==> config.mk <==
export PLATFORM = sky130hd
export DESIGN_NAME = mc_sequencer
export DESIGN_NICKNAME = d
export VERILOG_FILES = /design/src/rtl/mc_sequencer_pkg.sv /design/src/rtl/mc_sequencer_mem_wait_timer.sv /design/src/rtl/mc_sequencer.sv
export SDC_FILE = /design/constraint.sdc
export NUM_CORES = 1
export LEC_CHECK = 0
export ABC_CLOCK_PERIOD_IN_PS = 7500
export CORE_ASPECT_RATIO = 2
export CORE_MARGIN = 1.5
export CORE_UTILIZATION = 30
export CTS_BUF_LIST = sky130_fd_sc_hd__clkbuf_8
export CTS_CLUSTER_SIZE = 8
export DETAILED_ROUTE_END_ITERATION = 12
export HOLD_SLACK_MARGIN = 0.02
export PLACE_DENSITY_LB_ADDON = 0.1
export SETUP_SLACK_MARGIN = 0.2
export SLEW_MARGIN = 0
export SYNTH_ARGS = -nofsm -noshare
export SYNTH_HDL_FRONTEND = slang
export SYNTH_SLANG_ARGS = --single-unit
export TNS_END_PERCENT = 20
==> constraint.sdc <==
create_clock -name clk -period 7.5 [get_ports clk]
set_clock_uncertainty 0.05 [all_clocks]
set_input_delay 2.25 -clock clk [delete_from_list [all_inputs] [get_ports clk]]
set_output_delay 2.25 -clock clk [all_outputs]
set_load 0.005 [all_outputs]
==> src/rtl/mc_sequencer_pkg.sv <==
// Shared encodings for the multi-cycle control sequencer: opcodes, FSM states,
// and the pc_sel / wb_sel / trap_cause codes seen by the datapath.
package mc_sequencer_pkg;

  localparam logic [6:0] OPC_LUI   = 7'b0110111;
  localparam logic [6:0] OPC_AUIPC = 7'b0010111;
  localparam logic [6:0] OPC_JAL   = 7'b1101111;
  localparam logic [6:0] OPC_JALR  = 7'b1100111;
  localparam logic [6:0] OPC_BR    = 7'b1100011;
  localparam logic [6:0] OPC_LD    = 7'b0000011;
  localparam logic [6:0] OPC_ST    = 7'b0100011;
  localparam logic [6:0] OPC_OPIMM = 7'b0010011;
  localparam logic [6:0] OPC_OP    = 7'b0110011;

  typedef enum logic [2:0] {
    ST_FETCH,
    ST_DECODE,
    ST_EXEC,
    ST_MEM,
    ST_WB,
    ST_TRAP
  } state_t;

  localparam logic [1:0] PC_PLUS4   = 2'b00;
  localparam logic [1:0] PC_IMM     = 2'b01;
  localparam logic [1:0] PC_RS1_IMM = 2'b10;

  localparam logic [1:0] WB_ALU = 2'b00;
  localparam logic [1:0] WB_MEM = 2'b01;
  localparam logic [1:0] WB_PC4 = 2'b10;

  localparam logic [1:0] CAUSE_NONE     = 2'b00;
  localparam logic [1:0] CAUSE_ILLEGAL  = 2'b01;
  localparam logic [1:0] CAUSE_IMEM_TMO = 2'b10;
  localparam logic [1:0] CAUSE_DMEM_TMO = 2'b11;

  function automatic logic opcode_known(input logic [6:0] op);
    case (op)
      OPC_LUI, OPC_AUIPC, OPC_JAL, OPC_JALR, OPC_BR,
      OPC_LD, OPC_ST, OPC_OPIMM, OPC_OP: opcode_known = 1'b1;
      default:                           opcode_known = 1'b0;
    endcase
  endfunction

endpackage

==> src/rtl/mc_sequencer_mem_wait_timer.sv <==
// Wait-cycle counter shared by the fetch and data-memory handshakes; expired
// fires on the wait cycle that would bring the count to all-ones.
module mc_sequencer_mem_wait_timer #(
  parameter int TMO_W = 8
) (
  input  logic clk,
  input  logic rst,
  input  logic clr,
  input  logic en,
  output logic expired
);

  localparam logic [TMO_W-1:0] LAST_WAIT = {{(TMO_W-1){1'b1}}, 1'b0};

  logic [TMO_W-1:0] count_reg;

  always_ff @(posedge clk) begin
    if (rst || clr) begin
      count_reg <= '0;
    end else if (en) begin
      count_reg <= count_reg + 1'b1;
    end
  end

  assign expired = en && (count_reg == LAST_WAIT);

endmodule

==> src/rtl/mc_sequencer.sv <==
// FETCH/DECODE/EXEC/MEM/WB control sequencer with memory req/ack handshakes,
// one-cycle PC/regfile write pulses, retire counter and sticky trap.
module mc_sequencer
  import mc_sequencer_pkg::*;
#(
  parameter int INST_W   = 32,
  parameter int OPCODE_W = 7,
  parameter int TMO_W    = 8,
  parameter int CNT_W    = 32
) (
  input  logic                clk,
  input  logic                rst,
  output logic                imem_req,
  input  logic                imem_ack,
  input  logic [INST_W-1:0]   imem_rdata,
  output logic                dmem_req,
  output logic                dmem_we,
  input  logic                dmem_ack,
  input  logic                alu_zero,
  output logic [INST_W-1:0]   inst,
  output logic [OPCODE_W-1:0] opcode,
  output logic                pc_we,
  output logic [1:0]          pc_sel,
  output logic                reg_we,
  output logic [1:0]          wb_sel,
  output logic                alu_src,
  output logic                trap,
  output logic [1:0]          trap_cause,
  output logic [CNT_W-1:0]    retired
);

  state_t            state_reg;
  logic [INST_W-1:0] inst_reg;
  logic [1:0]        cause_reg;
  logic [CNT_W-1:0]  retired_reg;

  logic [6:0] op7;
  logic is_br, is_ld, is_st, is_jal, is_jalr, is_op;
  logic in_fetch, in_mem, wait_acked;
  logic tmr_clr, tmr_en, tmr_expired;

  assign op7     = inst_reg[6:0];
  assign is_br   = (op7 == OPC_BR);
  assign is_ld   = (op7 == OPC_LD);
  assign is_st   = (op7 == OPC_ST);
  assign is_jal  = (op7 == OPC_JAL);
  assign is_jalr = (op7 == OPC_JALR);
  assign is_op   = (op7 == OPC_OP);

  assign in_fetch = (state_reg == ST_FETCH);
  assign in_mem   = (state_reg == ST_MEM);

  // Holding the timer clear outside the wait states, and on the ack that
  // leaves one, means every entry into FETCH or MEM starts from zero.
  assign wait_acked = (in_fetch && imem_ack) || (in_mem && dmem_ack);
  assign tmr_en     = (in_fetch && !imem_ack) || (in_mem && !dmem_ack);
  assign tmr_clr    = !(in_fetch || in_mem) || wait_acked;

  mc_sequencer_mem_wait_timer #(
    .TMO_W (TMO_W)
  ) u_wait_timer (
    .clk     (clk),
    .rst     (rst),
    .clr     (tmr_clr),
    .en      (tmr_en),
    .expired (tmr_expired)
  );

  always_ff @(posedge clk) begin
    if (rst) begin
      state_reg   <= ST_FETCH;
      inst_reg    <= '0;
      cause_reg   <= CAUSE_NONE;
      retired_reg <= '0;
    end else begin
      case (state_reg)
        ST_FETCH: begin
          if (imem_ack) begin
            inst_reg  <= imem_rdata;
            state_reg <= ST_DECODE;
          end else if (tmr_expired) begin
            cause_reg <= CAUSE_IMEM_TMO;
            state_reg <= ST_TRAP;
          end
        end
        ST_DECODE: begin
          if (opcode_known(op7)) begin
            state_reg <= ST_EXEC;
          end else begin
            cause_reg <= CAUSE_ILLEGAL;
            state_reg <= ST_TRAP;
          end
        end
        ST_EXEC: begin
          if (is_br) begin
            retired_reg <= retired_reg + 1'b1;
            state_reg   <= ST_FETCH;
          end else if (is_ld || is_st) begin
            state_reg <= ST_MEM;
          end else begin
            state_reg <= ST_WB;
          end
        end
        ST_MEM: begin
          if (dmem_ack) begin
            if (is_st) begin
              retired_reg <= retired_reg + 1'b1;
              state_reg   <= ST_FETCH;
            end else begin
              state_reg <= ST_WB;
            end
          end else if (tmr_expired) begin
            cause_reg <= CAUSE_DMEM_TMO;
            state_reg <= ST_TRAP;
          end
        end
        ST_WB: begin
          retired_reg <= retired_reg + 1'b1;
          state_reg   <= ST_FETCH;
        end
        default: begin
          state_reg <= ST_TRAP;
        end
      endcase
    end
  end

  // Requests are masked while rst is held so nothing is issued during reset.
  assign imem_req = !rst && in_fetch;
  assign dmem_req = !rst && in_mem;
  assign dmem_we  = dmem_req && is_st;

  assign pc_we  = ((state_reg == ST_EXEC) && is_br) ||
                  (in_mem && dmem_ack && is_st) ||
                  (state_reg == ST_WB);
  assign reg_we = (state_reg == ST_WB);

  assign alu_src = ((state_reg == ST_EXEC) || in_mem || (state_reg == ST_WB)) &&
                   !(is_op || is_br);

  always_comb begin
    pc_sel = PC_PLUS4;
    wb_sel = WB_ALU;
    case (state_reg)
      ST_EXEC: begin
        if (is_br && alu_zero) pc_sel = PC_IMM;
      end
      ST_WB: begin
        if (is_jal)       pc_sel = PC_IMM;
        else if (is_jalr) pc_sel = PC_RS1_IMM;
        if (is_ld)                  wb_sel = WB_MEM;
        else if (is_jal || is_jalr) wb_sel = WB_PC4;
      end
      default: ;
    endcase
  end

  assign inst       = inst_reg;
  assign opcode     = inst_reg[OPCODE_W-1:0];
  assign trap       = (state_reg == ST_TRAP);
  assign trap_cause = cause_reg;
  assign retired    = retired_reg;

endmodule
## After elaboration in Yosys (flattened, before gate mapping)

Index checks and enable logic that the tools add are counted.

| cells by class | value |
|---|---|
| add/subtract/negate cells | 2 |
| eq/ne operators | 23 |
| muxes and demuxes | 28 |
| reduce and logical (&&, ||, !) cells | 36 |

Operator list:

| kind | count |
|---|---|
| $mux 32 | 3 |
| $pmux 32 s3 | 1 |
| $add 32x1->32 const B | 1 |
| $eq 7x6->1 const B | 3 |
| $eq 7x7->1 const B | 3 |
| $mux 3 | 7 |
| $mux 2 | 10 |
| $pmux 3 s5 | 1 |
| $eq 7x5->1 const B | 2 |
| $logic_and 1x1->1 | 12 |
| $logic_or 1x1->1 | 12 |
| $ne 2x2->1 const B | 6 |
| $reduce_or 9->1 | 1 |
| $add 8x1->8 const B | 1 |
| $eq 8x8->1 const B | 1 |
| $eq 7x2->1 const B | 1 |
| $eq 3x2->1 const B | 2 |
| $eq 3x3->1 const B | 2 |
| $pmux 2 s3 | 1 |
| $reduce_and 6->1 | 1 |
| $reduce_bool 3->1 | 2 |
| $logic_not 1->1 | 5 |
| $mux 1 | 4 |
| $ne 2x1->1 const B | 2 |
| other kinds (5) | 5 |

| storage, ports and cells | value |
|---|---|
| flip-flop bits (word level) | 77 |
| bits of input ports | 37 |
| output and inout bits | 84 |
| word-level logic and storage cells | 94 |

## Depth between registers and ports, before layout

| depth | value |
|---|---|
| depth in word-level cells | 7 |
| gate-level depth with buffers | 9 |
| depth with buffers taken out | 7 |

## By module

From an unflattened synthesis, not the netlist that was laid out.

| second synthesis, totals | value |
|---|---|
| cell total of the unflattened synthesis | 446 |
| area, all modules | 3583.4 µm² |

By module, submodules not included:

| module | instances | cells each | area each (µm²) | seq. area each (µm²) |
|---|---|---|---|---|
| mc_sequencer | 1 | 404 | 3214.3 | 1381.3 |
| mc_sequencer_mem_wait_timer | 1 | 42 | 369.1 | 160.2 |

## Least setup slack after synthesis

Ideal clock, no wire load.

| path | value |
|---|---|
| kind | input-to-output |
| from | input port dmem_ack |
| to | output port pc_we |
| data arrival time | 3.254 ns |
| required time | 5.200 ns |
| path slack | 1.946 ns |
| stages | 6 |
| buffers on the path | 2 |
| cell sequence | nand3b_1 a2111oi_2 buf_4 buf_4 nor2_1 inv_1 |

| on the way | value |
|---|---|
| longest elaborated chain between the ends | 4 |

RTL lines:

| element | line | RTL |
|---|---|---|
| start, declared | mc_sequencer.sv:18 | `input logic dmem_ack,` |
| $logic_and 1x1->1 (2 in a row) | mc_sequencer.sv:134 | `(in_mem && dmem_ack && is_st) \|\|` |
| $logic_or 1x1->1 | mc_sequencer.sv:133 | `assign pc_we = ((state_reg == ST_EXEC) && is_br) \|\|` |
| $logic_or 1x1->1 | mc_sequencer.sv:134 |  |
| end, declared | mc_sequencer.sv:22 | `output logic pc_we,` |

Every way passes these cells.

## Worst setup path after layout

Ends and elaborated chain as after synthesis.

==> flow_metrics.env <==
export IMPL_outcome="completed"
export IMPL_synth_compound_area_share=0.169
export IMPL_crit_family="buffers and inverters"
export IMPL_place_ws_ns=1.07
export IMPL_cp_slowest_cell="clkdlybuf4s50_1"
export IMPL_final_nets=582
export IMPL_synth_simple_area_share=0.262
export IMPL_grtUsageTotal=0.171
export IMPL_floorplan_rows=56
export IMPL_synth_warnings=0
export IMPL_root_buffer="clkbuf_8"
export IMPL_async_reset_ff_frac=0
export IMPL_grt_pass1_vias=3463
export IMPL_grt_max_degree=73
export IMPL_dpl_cell_count=676
export IMPL_ys_top_cells_by_area="dfxtp_1 43%, nand2_1 8.1%, a21oi_1 6.7%"
export IMPL_hold_path_startpoint="inst[29]"
export IMPL_critPathMaxFanout=4
export IMPL_synth_mux_area_frac=0.00595
export IMPL_wire_per_inst_microns=15.3
export IMPL_worstMarginPinSlew_ns=0.793
export IMPL_pwr_share_comb=0.119
export IMPL_power_density_mw_per_mm2=170
export IMPL_ant_nets=0
export IMPL_relSlewSlack=0.471
export IMPL_path_common_cell="clkdlybuf4s50_1"
export IMPL_r2r_start="state_reg[2]"
export IMPL_switching_power_uw=218
export IMPL_die_x_microns=80.2
export IMPL_num_vias=3444
export IMPL_grt_pass1_wl_microns=16600
export IMPL_rsz0062_at_grt="false"
export IMPL_wl_microns=10600
export IMPL_clk_latency_ns=0.36
export IMPL_syn_avg_cell_area_sq_um=8.17
export IMPL_die_height_microns=157
export IMPL_synth_top_family_by_area="simple AND/OR/NAND/NOR gates"
export IMPL_synth_adder_area_share=0.0105
export IMPL_worstPathArrival_ns=4.15
export IMPL_setup_viol_count_final=0
export IMPL_overflow=0
export IMPL_hold_path_class="register to register"
export IMPL_antenna_found_initial=0
export IMPL_total_power_uw=859
export IMPL_synth_top_cell_area_share=0.431
export IMPL_netlist_area_sq_mm=0.00358
export IMPL_swShare=0.254
export IMPL_start_kind="primary input"
export IMPL_end_kind="output pin"
export IMPL_nFillCells=1191
export IMPL_slew_viol_final=0
export IMPL_finalHoldViolCount=0
export IMPL_setup_ws_ns=1.05
export IMPL_yosys_area_top_type="dfxtp_1"
export IMPL_synth_xor_area_frac=0.0686
export IMPL_path_buf_inv=3
export IMPL_synthTopCellsByCount="77 x dfxtp_1, 77 x nand2_1, 48 x a21oi_1"
export IMPL_required_ns=5.20
export IMPL_reg2reg_to="retired[29]"
export IMPL_stdcell_count=692
export IMPL_drt_pass1_iterations=4
export IMPL_diodes=0
export IMPL_htree_levels=3
export IMPL_syn_nets=478
export IMPL_cts_made_buffers=9
export IMPL_synth_cell_types=48
export IMPL_clock_power_share=0.374
export IMPL_cts_resized=0
export IMPL_worst_setup_path_type="primary input to output pin"
export IMPL_io_buffer_count=120
export IMPL_slowest_delay_ns=0.55
export IMPL_cts_sinks=77
export IMPL_start_util=0.306
export IMPL_area_growth_pct=41.3
export IMPL_ios=121
export IMPL_drive_gt1_frac=0.0512
export IMPL_min_to="inst[29]"
export IMPL_vias_per_cell=4.98
export IMPL_syn_inst=438
export IMPL_max_freq_mhz=155
export IMPL_p_leak_nw=1.74
export IMPL_finalCritPeriodShare=0.859
export IMPL_reg2reg_depth=5
export IMPL_peakVddDrop_uv=121
export IMPL_drt_initial_drc_count=151
export IMPL_ys_flop_type="dfxtp_1"
export IMPL_finalCriticalPeriod_ns=6.45
export IMPL_r2r_slack_ns=4.80
export IMPL_worstPathCellList="clkdlybuf4s50_1 -> nand3b_1 -> a2111oi_4 -> nor2_1 -> inv_1 -> clkdlybuf4s50_1"
export IMPL_core_area_sq_mm=0.0117
export IMPL_gp_congestion=0.777
export IMPL_internal_power_uw=641
export IMPL_pwr_share_seq=0.507
export IMPL_whs_path_depth=2
export IMPL_cts_hold_buf=0
export IMPL_synth_edf_count=0
export IMPL_dieArea_sq_mm=0.0126
export IMPL_clock_path_buffers=2
export IMPL_maxCapViolCount=0
export IMPL_synth_seq_cells=77
export IMPL_cts_tree="built"
export IMPL_cts_clk_slew_worst_paths_ns=0.08
export IMPL_ff_latch_area_sq_mm=0.00154
export IMPL_finish_utilization=0.432
export IMPL_drc=0
export IMPL_multi_input_area_sq_mm=0.00186
export IMPL_cts_setup_buffers=0
export IMPL_dp_hpwl_microns=7610
export IMPL_setup_tns_ns=0
export IMPL_ys_seq_area_frac=0.431
## routing by layer
metal  GRT usage  vias up  share of wire
met5           0        -              0
met4      0.0854        0          0.026
met3      0.0319       15          0.036
met2       0.321       82           0.55
met1       0.175     1629           0.38
li1            -     1718              -
## power groups by stage
| stage | logic [mW] | registers, mW | clock network [mW] |
|---|---|---|---|
| 6_report | 0.102 | 0.435 | 0.321 |
| 4_1_cts | 0.104 | 0.435 | 0.338 |
| 5_1_grt | 0.113 | 0.437 | 0.350 |
| 2_1_floorplan | 0.0445 | 0.441 | 0 |
| 3_3_place_gp | 0.101 | 0.444 | 0 |
| 3_5_place_dp | 0.104 | 0.445 | 0 |
## metrics by stage
step / area (sq um) / hold slack (ns)
global placement: 4840 / 0.392
detailed placement: 4850 / 0.395
CTS: 5050 / 0.407
global route: 5050 / 0.431
finish: 5050 / 0.405
floorplan: 3580 / 0.386
## final cells by class
type	instances	area share
Tap cell	145	0.0359
Sequential cell	77	0.305
Clock buffer	10	0.0272
Clock inverter	6	0.0124
Multi-Input combinational cell	321	0.369
Timing Repair Buffer	126	0.246
Inverter	7	0.00520
## cells in the final DEF (no fill, tap or decap), drive strengths merged, types with 2 or more instances in the layout
| cell type | n |
|---|---|
| clkdlybuf4s50 | 119 |
| nand2 | 77 |
| dfxtp | 77 |
| a21oi | 48 |
| nor2 | 40 |
| xor2 | 22 |
| nand3 | 15 |
| o21ai | 13 |
| or3 | 12 |
| and3 | 10 |
| o2111ai | 10 |
| clkbuf | 10 |
| inv | 9 |
| and4 | 8 |
| buf | 7 |
| nand2b | 6 |
| xnor2 | 6 |
| o211ai | 6 |
| nor3 | 4 |
| and2 | 4 |
| a2111oi | 4 |
| nor4 | 3 |
| nand3b | 3 |
| nor2b | 3 |
| nand4 | 3 |
| ha | 3 |
| a21boi | 2 |
| nor3b | 2 |
| clkinvlp | 2 |
| or2 | 2 |
## how the worst max path moves through the flow
stage	to	from	slack (ns)	depth (start not counted)
3_3_place_gp	pc_we	dmem_ack	1.06	6
3_5_place_dp	pc_we	dmem_ack	1.07	6
4_1_cts	pc_we	dmem_ack	1.04	6
2_1_floorplan	pc_we	dmem_ack	1.95	6
6_report	pc_we	dmem_ack	1.05	6
5_1_grt	pc_we	dmem_ack	0.95	6
## cell families (layout without fill, tap and decap cells)
group           after synthesis  count (layout)
compound gates               93              93
xor+xnor                     28              28
fa+ha+maj                     3               3
buf+inv                      40             149
flops                        77              77
mux                           2               2
simple gates                195             195
## worst min-delay path, stage by stage, from the launching register on
cell     delay (ns)
dfxtp_1        0.31
nand2_1        0.05
a21oi_1        0.05
No activity file was read; power rests on OpenSTA's default activity.
